File: config.mk
export PLATFORM = sky130hd
export DESIGN_NAME = free_list_ckpt
export DESIGN_NICKNAME = d
export VERILOG_FILES = /design/src/rtl/free_list_ckpt_pkg.sv /design/src/rtl/free_list_ckpt_retire_compact.sv /design/src/rtl/free_list_ckpt.sv
export SDC_FILE = /design/constraint.sdc
export NUM_CORES = 1
export LEC_CHECK = 0
export CORE_ASPECT_RATIO = 1.75
export CORE_MARGIN = 2
export CORE_UTILIZATION = 30
export CTS_CLUSTER_SIZE = 30
export DETAILED_ROUTE_END_ITERATION = 7
export PLACE_DENSITY = 0.43
export REMOVE_ABC_BUFFERS = 1
export SETUP_SLACK_MARGIN = 0.05
export SLEW_MARGIN = 20
export SYNTH_ARGS = -nofsm -noshare
export SYNTH_HDL_FRONTEND = slang
export SYNTH_HIERARCHICAL = 1
export SYNTH_SLANG_ARGS = --single-unit
File: constraint.sdc
create_clock -name clock -period 3.8 [get_ports clock]
set_input_delay 0.76 -clock clock [delete_from_list [all_inputs] [get_ports clock]]
set_output_delay 0.76 -clock clock [all_outputs]
set_load 0.005 [all_outputs]
File: src/rtl/free_list_ckpt_pkg.sv
// Shared definitions for the checkpointed physical-register free list.
package free_list_ckpt_pkg;

    localparam int FL_N_WAY      = 2;
    localparam int FL_DEPTH      = 32;
    localparam int FL_PREG_W     = 6;
    localparam int FL_N_CKPT     = 4;
    localparam int FL_FIRST_FREE = 32;
    localparam int FL_PTR_W      = $clog2(FL_DEPTH) + 1;

    // One branch checkpoint: a saved head pointer and its live flag.
    typedef struct packed {
        logic                valid;
        logic [FL_PTR_W-1:0] ptr;
    } fl_ckpt_t;

    // Forward distance from b to a on the wrap-bit pointer circle.
    function automatic logic [FL_PTR_W-1:0] ring_dist(input logic [FL_PTR_W-1:0] a,
                                                      input logic [FL_PTR_W-1:0] b);
        return a - b;
    endfunction

endpackage

File: src/rtl/free_list_ckpt_retire_compact.sv
// Packs the retire slots that carry a real told tag (non-zero) into a dense
// list in slot order and reports how many there are.
module free_list_ckpt_retire_compact #(
    parameter int N_WAY  = 2,
    parameter int PREG_W = 6
) (
    input  logic [N_WAY-1:0]             valid,
    input  logic [N_WAY-1:0][PREG_W-1:0] told,
    output logic [N_WAY-1:0][PREG_W-1:0] tags,
    output logic [$clog2(N_WAY):0]       count
);
    localparam int CNT_W = $clog2(N_WAY) + 1;

    logic [N_WAY-1:0] keep;
    logic [CNT_W-1:0] pos [N_WAY];

    genvar gi;
    generate
        for (gi = 0; gi < N_WAY; gi++) begin : g_keep
            assign keep[gi] = valid[gi] && (told[gi] != '0);
        end
    endgenerate

    // Output position of each slot = number of kept slots before it.
    always_comb begin
        for (int i = 0; i < N_WAY; i++) pos[i] = '0;
        for (int i = 1; i < N_WAY; i++) pos[i] = pos[i-1] + CNT_W'(keep[i-1]);
    end

    assign count = pos[N_WAY-1] + CNT_W'(keep[N_WAY-1]);

    // Route each kept tag to its packed position.
    always_comb begin
        tags = '0;
        for (int i = 0; i < N_WAY; i++)
            for (int j = 0; j < N_WAY; j++)
                if (keep[i] && pos[i] == CNT_W'(j)) tags[j] = told[i];
    end

endmodule

File: src/rtl/free_list_ckpt.sv
// Circular physical-register free list with per-branch head checkpoints.
// Free tags live in ring slots [head, tail); allocation pops at head, retire
// pushes reclaimed told tags at tail, and recovery simply rewinds head.
module free_list_ckpt
    import free_list_ckpt_pkg::*;
#(
    parameter int N_WAY      = FL_N_WAY,
    parameter int DEPTH      = FL_DEPTH,
    parameter int PREG_W     = FL_PREG_W,
    parameter int N_CKPT     = FL_N_CKPT,
    parameter int FIRST_FREE = FL_FIRST_FREE
) (
    input  logic                         clock,
    input  logic                         reset,
    input  logic [$clog2(N_WAY):0]       alloc_num,
    output logic [N_WAY-1:0][PREG_W-1:0] alloc_tag,
    output logic [N_WAY-1:0]             alloc_grant,
    output logic [$clog2(DEPTH):0]       free_num,
    input  logic [N_WAY-1:0]             retire_valid,
    input  logic [N_WAY-1:0][PREG_W-1:0] retire_told,
    input  logic                         ckpt_take,
    input  logic [$clog2(N_WAY):0]       ckpt_pos,
    output logic [$clog2(N_CKPT)-1:0]    ckpt_id,
    output logic                         ckpt_full,
    input  logic                         ckpt_release,
    input  logic [$clog2(N_CKPT)-1:0]    release_id,
    input  logic                         recover,
    input  logic [$clog2(N_CKPT)-1:0]    recover_id,
    input  logic                         flush
);
    localparam int IDX_W = $clog2(DEPTH);
    localparam int PTR_W = IDX_W + 1;
    localparam int CNT_W = $clog2(N_WAY) + 1;
    localparam int CK_W  = $clog2(N_CKPT);

    logic [PREG_W-1:0]            ring_reg [DEPTH];
    logic [PTR_W-1:0]             head_reg, tail_reg, free_num_reg;
    logic [PTR_W-1:0]             head_next, tail_next;
    fl_ckpt_t                     ckpt_reg [N_CKPT];
    logic [CNT_W-1:0]             grant_cnt, ret_cnt;
    logic [N_WAY-1:0][PREG_W-1:0] ret_tags;
    logic                         take_fire;
    logic [N_CKPT-1:0]            kill_mask;
    logic [PTR_W-1:0]             rec_dist;

    assign free_num = free_num_reg;

    genvar gi;
    generate
        for (gi = 0; gi < N_WAY; gi++) begin : g_alloc
            assign alloc_grant[gi] = !reset && !recover && !flush &&
                                     (CNT_W'(gi) < alloc_num) && (PTR_W'(gi) < free_num_reg);
            assign alloc_tag[gi]   = ring_reg[head_reg[IDX_W-1:0] + IDX_W'(gi)];
        end
    endgenerate

    // Grants form a prefix mask, so their popcount is the head advance.
    always_comb begin
        grant_cnt = '0;
        for (int i = 0; i < N_WAY; i++) grant_cnt = grant_cnt + CNT_W'(alloc_grant[i]);
    end

    free_list_ckpt_retire_compact #(
        .N_WAY  (N_WAY),
        .PREG_W (PREG_W)
    ) u_compact (
        .valid (retire_valid),
        .told  (retire_told),
        .tags  (ret_tags),
        .count (ret_cnt)
    );

    assign tail_next = tail_reg + PTR_W'(ret_cnt);

    // Lowest free checkpoint slot; full when every slot is live.
    always_comb begin
        ckpt_id   = '0;
        ckpt_full = 1'b1;
        for (int k = N_CKPT - 1; k >= 0; k--) begin
            if (!ckpt_reg[k].valid) begin
                ckpt_id   = CK_W'(k);
                ckpt_full = 1'b0;
            end
        end
    end

    assign take_fire = ckpt_take && !ckpt_full && !recover && !flush && !reset;

    // Checkpoints younger than the recovered one sit farther from tail.
    always_comb begin
        rec_dist = ring_dist(ckpt_reg[recover_id].ptr, tail_reg);
        for (int k = 0; k < N_CKPT; k++)
            kill_mask[k] = (CK_W'(k) == recover_id) ||
                           (ckpt_reg[k].valid && ring_dist(ckpt_reg[k].ptr, tail_reg) > rec_dist);
    end

    // Next head: flush reopens the whole ring, recover rewinds, else allocate.
    always_comb begin
        if (flush)
            head_next = {~tail_next[PTR_W-1], tail_next[IDX_W-1:0]};
        else if (recover)
            head_next = ckpt_reg[recover_id].ptr;
        else
            head_next = head_reg + PTR_W'(grant_cnt);
    end

    // Pointer, ring and checkpoint state update.
    always_ff @(posedge clock) begin
        if (reset) begin
            head_reg     <= '0;
            tail_reg     <= {1'b1, {IDX_W{1'b0}}};
            free_num_reg <= PTR_W'(DEPTH);
            for (int i = 0; i < DEPTH; i++) ring_reg[i] <= PREG_W'(FIRST_FREE + i);
            for (int k = 0; k < N_CKPT; k++) ckpt_reg[k] <= '0;
        end else begin
            head_reg     <= head_next;
            tail_reg     <= tail_next;
            free_num_reg <= tail_next - head_next;
            for (int j = 0; j < N_WAY; j++)
                if (CNT_W'(j) < ret_cnt)
                    ring_reg[tail_reg[IDX_W-1:0] + IDX_W'(j)] <= ret_tags[j];
            for (int k = 0; k < N_CKPT; k++) begin
                if (flush) begin
                    ckpt_reg[k].valid <= 1'b0;
                end else if (recover && kill_mask[k]) begin
                    ckpt_reg[k].valid <= 1'b0;
                end else if (take_fire && ckpt_id == CK_W'(k)) begin
                    ckpt_reg[k].valid <= 1'b1;
                    ckpt_reg[k].ptr   <= head_reg + PTR_W'(ckpt_pos);
                end else if (ckpt_release && release_id == CK_W'(k)) begin
                    ckpt_reg[k].valid <= 1'b0;
                end
            end
        end
    end

    a_alloc_num: assert property (@(posedge clock) disable iff (reset)
        alloc_num <= CNT_W'(N_WAY));
    a_take_full: assert property (@(posedge clock) disable iff (reset)
        !(ckpt_take && ckpt_full));
    a_ckpt_pos: assert property (@(posedge clock) disable iff (reset)
        take_fire |-> (ckpt_pos <= grant_cnt));

endmodule

==> results of run 1 <==
## metal layers
metal	up-vias	track usage	wire, µm
met5	-	0	0
met3	217	0.0243	3510
met4	0	0.217	7410
met2	602	0.484	36800
met1	6545	0.249	21400
li1	5661	-	-
## power groups by stage
stage	Clock, µW	Sequential, µW	Combinational, µW
floorplan	0	3150	1300
global placement	0	3110	2600
detailed placement	0	3110	2620
CTS	2550	3060	3070
global route	2630	3070	3290
finish	2520	3060	3120
## cells by family after synthesis
kind of cell    share of synthesized area
buf+inv                            0.0404
simple gates                        0.102
fa+ha+maj                          0.0603
mux                                 0.196
compound gates                      0.128
flops                               0.447
xor+xnor                           0.0256
## layout by cell type, fill, tap and decap left out, types with 9 or more instances in the layout
cell	netlist	layout
nand2_1	120	120
inv_1	43	38
nor2_1	147	147
clkdlybuf4s50_1	0	28
mux2_4	0	11
xnor2_1	25	21
buf_6	4	15
o22a_1	33	33
ha_1	59	54
o22ai_1	76	76
buf_16	0	11
o21ai_0	15	13
xor2_1	18	18
a21oi_1	60	56
clkbuf_16	0	25
nor3_1	10	9
and3_1	9	9
dfxtp_1	18	16
mux4_2	109	118
edfxtp_1	220	220
clkinv_1	5	10
and2_1	13	13
nand3_1	48	48
a21o_1	26	26
buf_12	1	27
buf_4	9	262
a22oi_1	46	46
## worst paths after layout
check / startpoint / to / slack, ps / depth (start not counted)
worst min-delay path: head_reg[5] / ckpt_reg[1][5] / 780 / 2
worst min register to register: head_reg[5] / ckpt_reg[1][5] / 780 / 2
worst max register to register: ckpt_reg[0][1] / ckpt_reg[0][6] / 250 / 11
worst max-delay path: head_reg[0] / alloc_tag[11] / -150 / 8
## area by class of cell
cell class	count	area [µm²]	area share
clock inverters	13	140	0.00687
well taps	672	841	0.0412
inverters	49	184	0.00902
clock buffers	29	641	0.0314
flip-flops and latches	238	6970	0.342
multi-input cells	918	8110	0.398
repair buffers	362	3500	0.171
## stage by stage
step,std cells,power (µW),hold slack (ps),instance area (µm²),setup WS [ps]
6_report,2281,8700,783,20400,-152
4_1_cts,2273,8680,782,20300,-135
3_5_place_dp,2192,5740,764,18700,-886
5_1_grt,2281,8980,828,20400,-153
3_3_place_gp,2192,5720,775,18700,-834
2_1_floorplan,1205,4440,612,15100,-3440
## timing repair
item / CTS / global route
pin swaps: 12 / 16
gates resized for setup: 129 / 21
setup buffers: 30 / 9
cloned: 9 / 0
setup endpoints to repair: 21 / 17
## critical path, stage by stage, from the launching register on
cell and delay (ps):
dfxtp_4 370, ha_4 320, buf_12 150, buf_16 160, buf_6 130, mux4_2 380
mux4_2 530, mux2_2 310, dlygate4sd2_1 280
==> qor.txt, run 1 <==
critical path launch point type -> flip-flop
Num Clock Sinks -> 238
final setup fails -> 7
Final Max Slew Viols -> 0
via count -> 13025
fmax -> 253 MHz
clock share of power -> 0.290
Critical Path Sink Type -> output port
setup_tns -> -805 ps
post-route ant nets -> 0
Critical Path RT -> 3040 ps
most common cell in the synthesized netlist -> edfxtp_1
placement row count -> 110
Die X -> 176 µm
post-route clock period utilization -> 1.04
worst hold path class -> reg2reg
Max-Slew Margin vs Limit -> 0.224
CTS Hold Bufs -> 0
violated checks -> negative setup slack
area grow syn2layout -> 30.9%
P_sw -> 2800 µW
clock root buffer -> clkbuf_16
Synth Cell Area -> 0.0156 mm²
CTS clock-pin slew for the worst setup and hold paths -> 70 ps
power share of the combinational group -> 0.359
Top FF cell, synth -> edfxtp_1
Final Core Density -> 0.397
Reg power frac -> 0.351
Synth Instances -> 1292
ranking of synthesized cells by area -> edfxtp_1, mux4_2, ha_1
status -> finished, violations left
leakage -> 0.00702 µW
ANT cells -> 0
full die area -> 0.0538 mm²
Max VDD drop -> 0.302 mV
RSZ-0062 raised after global routing -> true
core area -> 0.0513 mm²
Global Route Usage Sum -> 0.258
initial standard-cell utilization of the core -> 0.303
initial antenna violation count -> 0
RD Place Congestion -> 0.910
post-synthesis sequential area ratio -> 0.447
I/O pins -> 51
Post-Route Skew -> 12.2 ps
vias in the first global route -> 13611
Switching Fraction -> 0.321
Final HPWL DP -> 51.0 mm
height of the die -> 305 µm
Final Hold Vio Count -> 0
first-pass GRT wire length -> 97.2 mm
commonest cells in the netlist -> edfxtp_1, nor2_1, nand2_1
register bit total from synthesis -> 238
drt drc -> 0
DR pass1 iterations -> 5
number of port buffers -> 50
Max Cap Viol -> 0
clk_lat worst skew -> 560 ps
ys async rst share -> 0
PD cells -> 427 mW/mm²
Synth top area share -> 0.424
Syn Area/Cell -> 12.1 µm²
pin count of the biggest net entering global routing -> 40
Worst EP arrival -> 3190 ps
FILL cells -> 4927
Post-Route WL -> 69.2 mm
Distinct cells, synth -> 67
share of cells above drive strength 1 -> 0.324
H-tree Lvls -> 1
GRT overflow -> 0
nets@finish -> 1690
largest area contributor in the netlist -> edfxtp_1
CTS tree -> yes
Setup CP Type -> reg2out
Via density -> 5.71
worst-path fanout max -> 6
setup ws final -> -152 ps
Post-synth EDFFs -> 220
fin crit period -> 3950 ps
Longest Clk Path Bufs -> 3
TritonCTS buffer count -> 25
max reg flops -> 192
initial DRC count -> 1246
synth warn -> 6
Slew @ Worst Pin -> 1160 ps
WL/cell -> 30.3 µm
Power Internal -> 5900 µW
No activity file was read; power rests on OpenSTA's default activity.
==> run 2, diff against run 1 <==
--- a/config.mk
+++ b/config.mk
@@ -18,3 +18,4 @@
 export SYNTH_HDL_FRONTEND = slang
 export SYNTH_HIERARCHICAL = 1
 export SYNTH_SLANG_ARGS = --single-unit
+export TNS_END_PERCENT = 10
==> run 2 against run 1 <==
The flow still finishes with violations (negative setup slack). Via count down 0.58%. Die area unchanged. Setup slack worse by 5.5 ps. Sequential share of layout area up 0.33 points. Fmax down 0.14%. Total power down 1.1%. Sequential cell count unchanged.
==> qor.txt, run 2 (synthesis results as in run 1) <==
Hold Path Origin -> head_reg[5] (unchanged)
CTS tree -> yes (unchanged)
M3 GR Usage -> 0.0235 (was 0.0243)
Max Cap Viol -> 0 (unchanged)
max reg flops -> 192 (unchanged)
H-tree Lvls -> 1 (unchanged)
TritonCTS buffer count -> 25 (unchanged)
WL/cell -> 30.4 µm (was 30.3 µm)
clock share of power -> 0.293 (was 0.290)
Critical Path RT -> 3040 ps (about the same)
Power Internal -> 5840 µW (was 5900 µW)
I/O pins -> 51 (unchanged)
most common cell after layout, fill and taps aside -> buf_4 (unchanged)
worst-path fanout max -> 6 (unchanged)
CTS Hold Bufs -> 0 (unchanged)
critical path launch point type -> flip-flop (unchanged)
worst-path cell chain -> ha_4, buf_12, buf_16, buf_6, mux4_2, mux4_2, mux2_2, dlygate4sd2_1 (unchanged)
initial standard-cell utilization of the core -> 0.303 (unchanged)
GRT overflow -> 0 (unchanged)
commonest cells after routing, fill and taps aside -> buf_4, edfxtp_1, nor2_1 (unchanged)
worst hold path class -> reg2reg (unchanged)
violated checks -> negative setup slack (unchanged)
initial antenna violation count -> 0 (unchanged)
clk_lat worst skew -> 560 ps (about the same)
height of the die -> 305 µm (unchanged)
Critical Path Sink Type -> output port (unchanged)
R2R Path End -> ckpt_reg[0][6] (unchanged)
pin count of the biggest net entering global routing -> 40 (unchanged)
RSZ-0062 raised after global routing -> true (unchanged)
CTS clock-pin slew for the worst setup and hold paths -> 70 ps (about the same)
Max VDD drop -> 0.299 mV (was 0.302 mV)
worst reg2reg startpoint -> ckpt_reg[0][1] (unchanged)
Post-Route WL -> 68.9 mm (was 69.2 mm)
Reg power frac -> 0.355 (was 0.351)
top cell family by delay on the critical path -> multiplexers (unchanged)
most used cell, CP -> mux4_2 (unchanged)
Final Non-Filler Cells -> 2268 (was 2281)
drt drc -> 0 (unchanged)
Longest Clk Path Bufs -> 3 (unchanged)
routing usage on met1 -> 0.247 (was 0.249)
most used routing layer -> met2 (unchanged)
status -> finished, violations left (unchanged)
reg-to-reg slack, setup -> 250 ps (about the same)
post-route clock period utilization -> 1.04 (about the same)
PD cells -> 426 mW/mm² (was 427 mW/mm²)
Setup CP Type -> reg2out (unchanged)
final instance area -> 0.0202 mm² (was 0.0204 mm²)
fin crit period -> 3960 ps (was 3950 ps)
placed cell areas -> 0.0187 mm² (unchanged)
Num Clock Sinks -> 238 (unchanged)
leakage -> 0.00698 µW (was 0.00702 µW)
Max-Slew Margin vs Limit -> 0.177 (was 0.224)
placement row count -> 110 (unchanged)
setup_tns -> -772 ps (was -805 ps)
setup ws final -> -157 ps (was -152 ps)
fmax -> 253 MHz (about the same)
Via density -> 5.71 (about the same)
first-pass GRT wire length -> 96.7 mm (was 97.2 mm)
share of cells above drive strength 1 -> 0.316 (was 0.324)
placed insts -> 2192 (unchanged)
CP max stage cell -> mux4_2 (unchanged)
Global Route Usage Sum -> 0.256 (was 0.258)
Post-Route Skew -> 13.5 ps (was 12.2 ps)
Switching Fraction -> 0.321 (about the same)
final setup fails -> 6 (was 7)
ANT cells -> 0 (unchanged)
via count -> 12950 (was 13025)
number of port buffers -> 50 (unchanged)
initial DRC count -> 1284 (was 1246)
Final Max Slew Viols -> 0 (unchanged)
P_sw -> 2770 µW (was 2800 µW)
area grow syn2layout -> 29.7% (was 30.9%)
Final HPWL DP -> 51.0 mm (unchanged)
core area -> 0.0513 mm² (unchanged)
Final Hold Vio Count -> 0 (unchanged)
CP Depth -> 8 (unchanged)
hold worst-path end -> ckpt_reg[1][5] (unchanged)
full die area -> 0.0538 mm² (unchanged)
Slew @ Worst Pin -> 1230 ps (was 1160 ps)
Die X -> 176 µm (unchanged)
GR Util met2 -> 0.484 (unchanged)
vias in the first global route -> 13539 (was 13611)
Reg2Reg Depth -> 11 (unchanged)
post-route ant nets -> 0 (unchanged)
nets@finish -> 1677 (was 1690)
Bufs and invs on worst path -> 4 (unchanged)
critical path's largest stage delay -> 530 ps (about the same)
clock root buffer -> clkbuf_16 (unchanged)
hold path cells -> 2 (unchanged)
power share of the combinational group -> 0.352 (was 0.359)
RD Place Congestion -> 0.910 (unchanged)
DR pass1 iterations -> 7 (was 5)
Final Core Density -> 0.393 (was 0.397)
Worst EP arrival -> 3200 ps (was 3190 ps)
-- run 2: cell count changes in the layout (fill, tap and decap cells not counted), sizes merged --
cell | previous run | this run
buf | 319 | 302
dlymetal6s2s | 1 | 8
clkbuf | 32 | 36
clkdlybuf4s15 | 4 | 0
dlygate4sd2 | 5 | 1
bufbuf | 2 | 3
-- run 2: worst max path at each step --
stage / startpoint / end / slack, ps
global route: head_reg[0] / alloc_tag[10] / -150
detailed placement: retire_told[0] / free_num[5] / -890
floorplan: head_reg[0] / alloc_tag[6] / -3440
global placement: retire_told[0] / free_num[5] / -830
finish: head_reg[0] / alloc_tag[11] / -160
CTS: head_reg[0] / alloc_tag[8] / -140
-- run 2: repair_timing --
item                                   CTS  global route
resized for setup                       97            29
endpoints found under the hold margin    0             0
pin swaps                                1            16
setup endpoints to repair               21            19
buffers inserted                        25             1
gates cloned                             8             0
-- run 2: worst register-to-register path, stage by stage (launching register included) --
cell	delay, ps
edfxtp_1	470
mux4_2	500
ha_1	290
a21o_1	160
a21o_1	200
a21o_1	220
a21oi_2	200
xnor2_2	130
ha_1	310
nand3_1	90
or4b_1	510
a31oi_1	190
-- run 2: final cells by class --
type | count | area [µm²]
Clock buffer | 29 | 641
Inverter | 49 | 184
Tap cell | 672 | 841
Clock inverter | 13 | 140
Sequential cell | 238 | 6970
Fill cell | 4956 | 31100
Timing Repair Buffer | 349 | 3330
Multi-Input combinational cell | 918 | 8090
-- run 2: power by group through the flow --
stage	sequential, µW	combinational, µW	clock [µW]
2_1_floorplan	3150	1300	0
3_3_place_gp	3110	2600	0
3_5_place_dp	3110	2620	0
4_1_cts	3060	3000	2550
5_1_grt	3070	3190	2630
6_report	3060	3030	2520
-- run 2: layer usage --
| layer | vias up | wire length [µm] |
|---|---|---|
| met5 | - | 0 |
| met4 | 0 | 6980 |
| met3 | 190 | 3400 |
| met2 | 582 | 37100 |
| met1 | 6546 | 21400 |
| li1 | 5632 | - |
-- run 2: metrics by stage --
stage / hold WS [ps] / setup slack (ps) / total power, µW
final: 775 / -157 / 8600
after floorplan: 612 / -3440 / 4440
after detailed placement: 764 / -886 / 5740
after CTS: 782 / -135 / 8610
after global routing: 828 / -151 / 8880
after global placement: 775 / -834 / 5720
==> run 3, diff against run 2 <==
--- a/config.mk
+++ b/config.mk
@@ -13,6 +13,7 @@
 export PLACE_DENSITY = 0.43
 export REMOVE_ABC_BUFFERS = 1
 export SETUP_SLACK_MARGIN = 0.05
+export SKIP_CTS_REPAIR_TIMING = 1
 export SLEW_MARGIN = 20
 export SYNTH_ARGS = -nofsm -noshare
 export SYNTH_HDL_FRONTEND = slang
==> run 3 against run 2 <==
The run still ends with negative setup slack left. Combinational power decreased by 3%. Setup slack got worse by 81 ps. Non-clock buffer count increased by 5. Utilization decreased by 0.23 points. Highest routed layer unchanged. Critical path depth decreased by 1. Largest cell class unchanged. Via count increased by 0.56%. Final cell count increased by 0.22%.
==> qor.txt, run 3 (synthesis results as in run 1) <==
Final HPWL DP -> 51.0 mm (unchanged)
R2R Path End -> ckpt_reg[0][6] (unchanged)
fin crit period -> 4040 ps (was 3960 ps)
Setup CP Type -> reg2out (unchanged)
setup ws final -> -238 ps (was -157 ps)
Slew @ Worst Pin -> 1250 ps (was 1230 ps)
Reg2Reg Depth -> 11 (unchanged)
Final Core Density -> 0.391 (was 0.393)
clock root buffer -> clkbuf_16 (unchanged)
initial antenna violation count -> 0 (unchanged)
Critical Path Sink Type -> output port (unchanged)
Post-Route Skew -> 11.4 ps (was 13.5 ps)
post-route ant nets -> 0 (unchanged)
height of the die -> 305 µm (unchanged)
via count -> 13022 (was 12950)
Max-Slew Margin vs Limit -> 0.161 (was 0.177)
Die X -> 176 µm (unchanged)
fmax -> 248 MHz (was 253 MHz)
post-route clock period utilization -> 1.06 (was 1.04)
status -> finished, violations left (unchanged)
Final Non-Filler Cells -> 2273 (was 2268)
Worst EP arrival -> 3280 ps (was 3200 ps)
number of port buffers -> 50 (unchanged)
Reg power frac -> 0.358 (was 0.355)
initial DRC count -> 1265 (was 1284)
clk_lat worst skew -> 560 ps (about the same)
leakage -> 0.00695 µW (was 0.00698 µW)
Critical Path RT -> 3040 ps (about the same)
core area -> 0.0513 mm² (unchanged)
critical path launch point type -> flip-flop (unchanged)
Max VDD drop -> 0.318 mV (was 0.299 mV)
hold worst-path end -> ckpt_reg[1][5] (unchanged)
violated checks -> negative setup slack (unchanged)
CTS clock-pin slew for the worst setup and hold paths -> 70 ps (about the same)
Global Route Usage Sum -> 0.244 (was 0.256)
drt drc -> 0 (unchanged)
share of cells above drive strength 1 -> 0.315 (was 0.316)
pin count of the biggest net entering global routing -> 55 (was 40)
worst-path fanout max -> 6 (unchanged)
power share of the combinational group -> 0.346 (was 0.352)
RSZ-0062 raised after global routing -> true (unchanged)
area grow syn2layout -> 28.9% (was 29.7%)
PD cells -> 425 mW/mm² (was 426 mW/mm²)
TritonCTS buffer count -> 25 (unchanged)
GRT overflow -> 0 (unchanged)
final setup fails -> 10 (was 6)
Post-Route WL -> 68.1 mm (was 68.9 mm)
placed insts -> 2192 (unchanged)
ANT cells -> 0 (unchanged)
Max Cap Viol -> 0 (unchanged)
CTS tree -> yes (unchanged)
reg-to-reg slack, setup -> 240 ps (was 250 ps)
FILL cells -> 4971 (was 4956)
clock share of power -> 0.296 (was 0.293)
Power Internal -> 5790 µW (was 5840 µW)
Num Clock Sinks -> 238 (unchanged)
commonest cells after routing, fill and taps aside -> buf_4, edfxtp_1, nor2_1 (unchanged)
worst reg2reg startpoint -> ckpt_reg[0][1] (unchanged)
first-pass GRT wire length -> 92.6 mm (was 96.7 mm)
I/O pins -> 51 (unchanged)
initial standard-cell utilization of the core -> 0.303 (unchanged)
H-tree Lvls -> 1 (unchanged)
placement row count -> 110 (unchanged)
Final Hold Vio Count -> 0 (unchanged)
max reg flops -> 192 (unchanged)
P_sw -> 2740 µW (was 2770 µW)
most common cell after layout, fill and taps aside -> buf_4 (unchanged)
Longest Clk Path Bufs -> 3 (unchanged)
hold path cells -> 2 (unchanged)
Final Max Slew Viols -> 0 (unchanged)
Hold Path Origin -> head_reg[5] (unchanged)
Via density -> 5.73 (was 5.71)
WL/cell -> 30.0 µm (was 30.4 µm)
Switching Fraction -> 0.321 (about the same)
full die area -> 0.0538 mm² (unchanged)
RD Place Congestion -> 0.910 (unchanged)
nets@finish -> 1682 (was 1677)
worst hold path class -> reg2reg (unchanged)
vias in the first global route -> 13226 (was 13539)
DR pass1 iterations -> 8 (was 7)
-- run 3: cell count changes in the layout (fill, tap and decap cells not counted), sizes merged --
cell | previous run | this run
buf | 302 | 299
bufbuf | 3 | 0
clkbuf | 36 | 40
clkdlybuf4s50 | 28 | 32
dlygate4sd2 | 1 | 0
dlymetal6s2s | 8 | 12
-- run 3: worst max-delay path by stage --
stage / startpoint / slack (ps) / endpoint
final: head_reg[0] / -240 / alloc_tag[7]
after global routing: head_reg[0] / -240 / alloc_tag[7]
after CTS: head_reg[0] / -530 / alloc_tag[7]
after detailed placement: retire_told[0] / -890 / free_num[5]
after global placement: retire_told[0] / -830 / free_num[5]
after floorplan: head_reg[0] / -3440 / alloc_tag[6]
-- run 3: area by class of cell --
class	count	area, µm²	share of cell area
clock buffer	29	641	0.0319
clock inverter	13	140	0.00698
timing repair buffer	354	3220	0.161
sequential	238	6970	0.347
inverter	49	184	0.00916
multi-input combinational	918	8070	0.402
tap	672	841	0.0419
-- run 3: power by group through the flow --
stage	clock network, µW	registers (µW)	logic, µW
after global placement	0	3110	2600
after CTS	2550	3060	2640
after global routing	2630	3060	3120
final	2520	3060	2950
after detailed placement	0	3110	2620
after floorplan	0	3150	1300
-- run 3: worst max-delay path, cell delays in order, from the launching register on --
cell,delay (ps)
dfxtp_4,370
ha_4,430
buf_16,190
buf_6,110
mux4_4,690
mux4_2,470
mux2_4,320
buf_6,120
-- run 3: routing by layer --
layer,vias to the layer above,track usage,wire (µm)
li1,5638,-,-
met1,6527,0.235,21000
met2,648,0.469,36700
met3,209,0.0214,3590
met4,0,0.184,6820
met5,-,0,0
-- run 3: stage by stage --
step                      setup WS (ps)  setup TNS (ps)  cell area, µm²  hold WS [ps]  power, µW
after floorplan                   -3440          -65000           15100           612       4440
after global placement             -834          -13150           18700           775       5720
after detailed placement           -886          -17170           18700           764       5740
after CTS                          -529           -7000           19500           782       8250
after global routing               -243           -1990           20100           823       8820
final                              -238           -1810           20100           776       8530
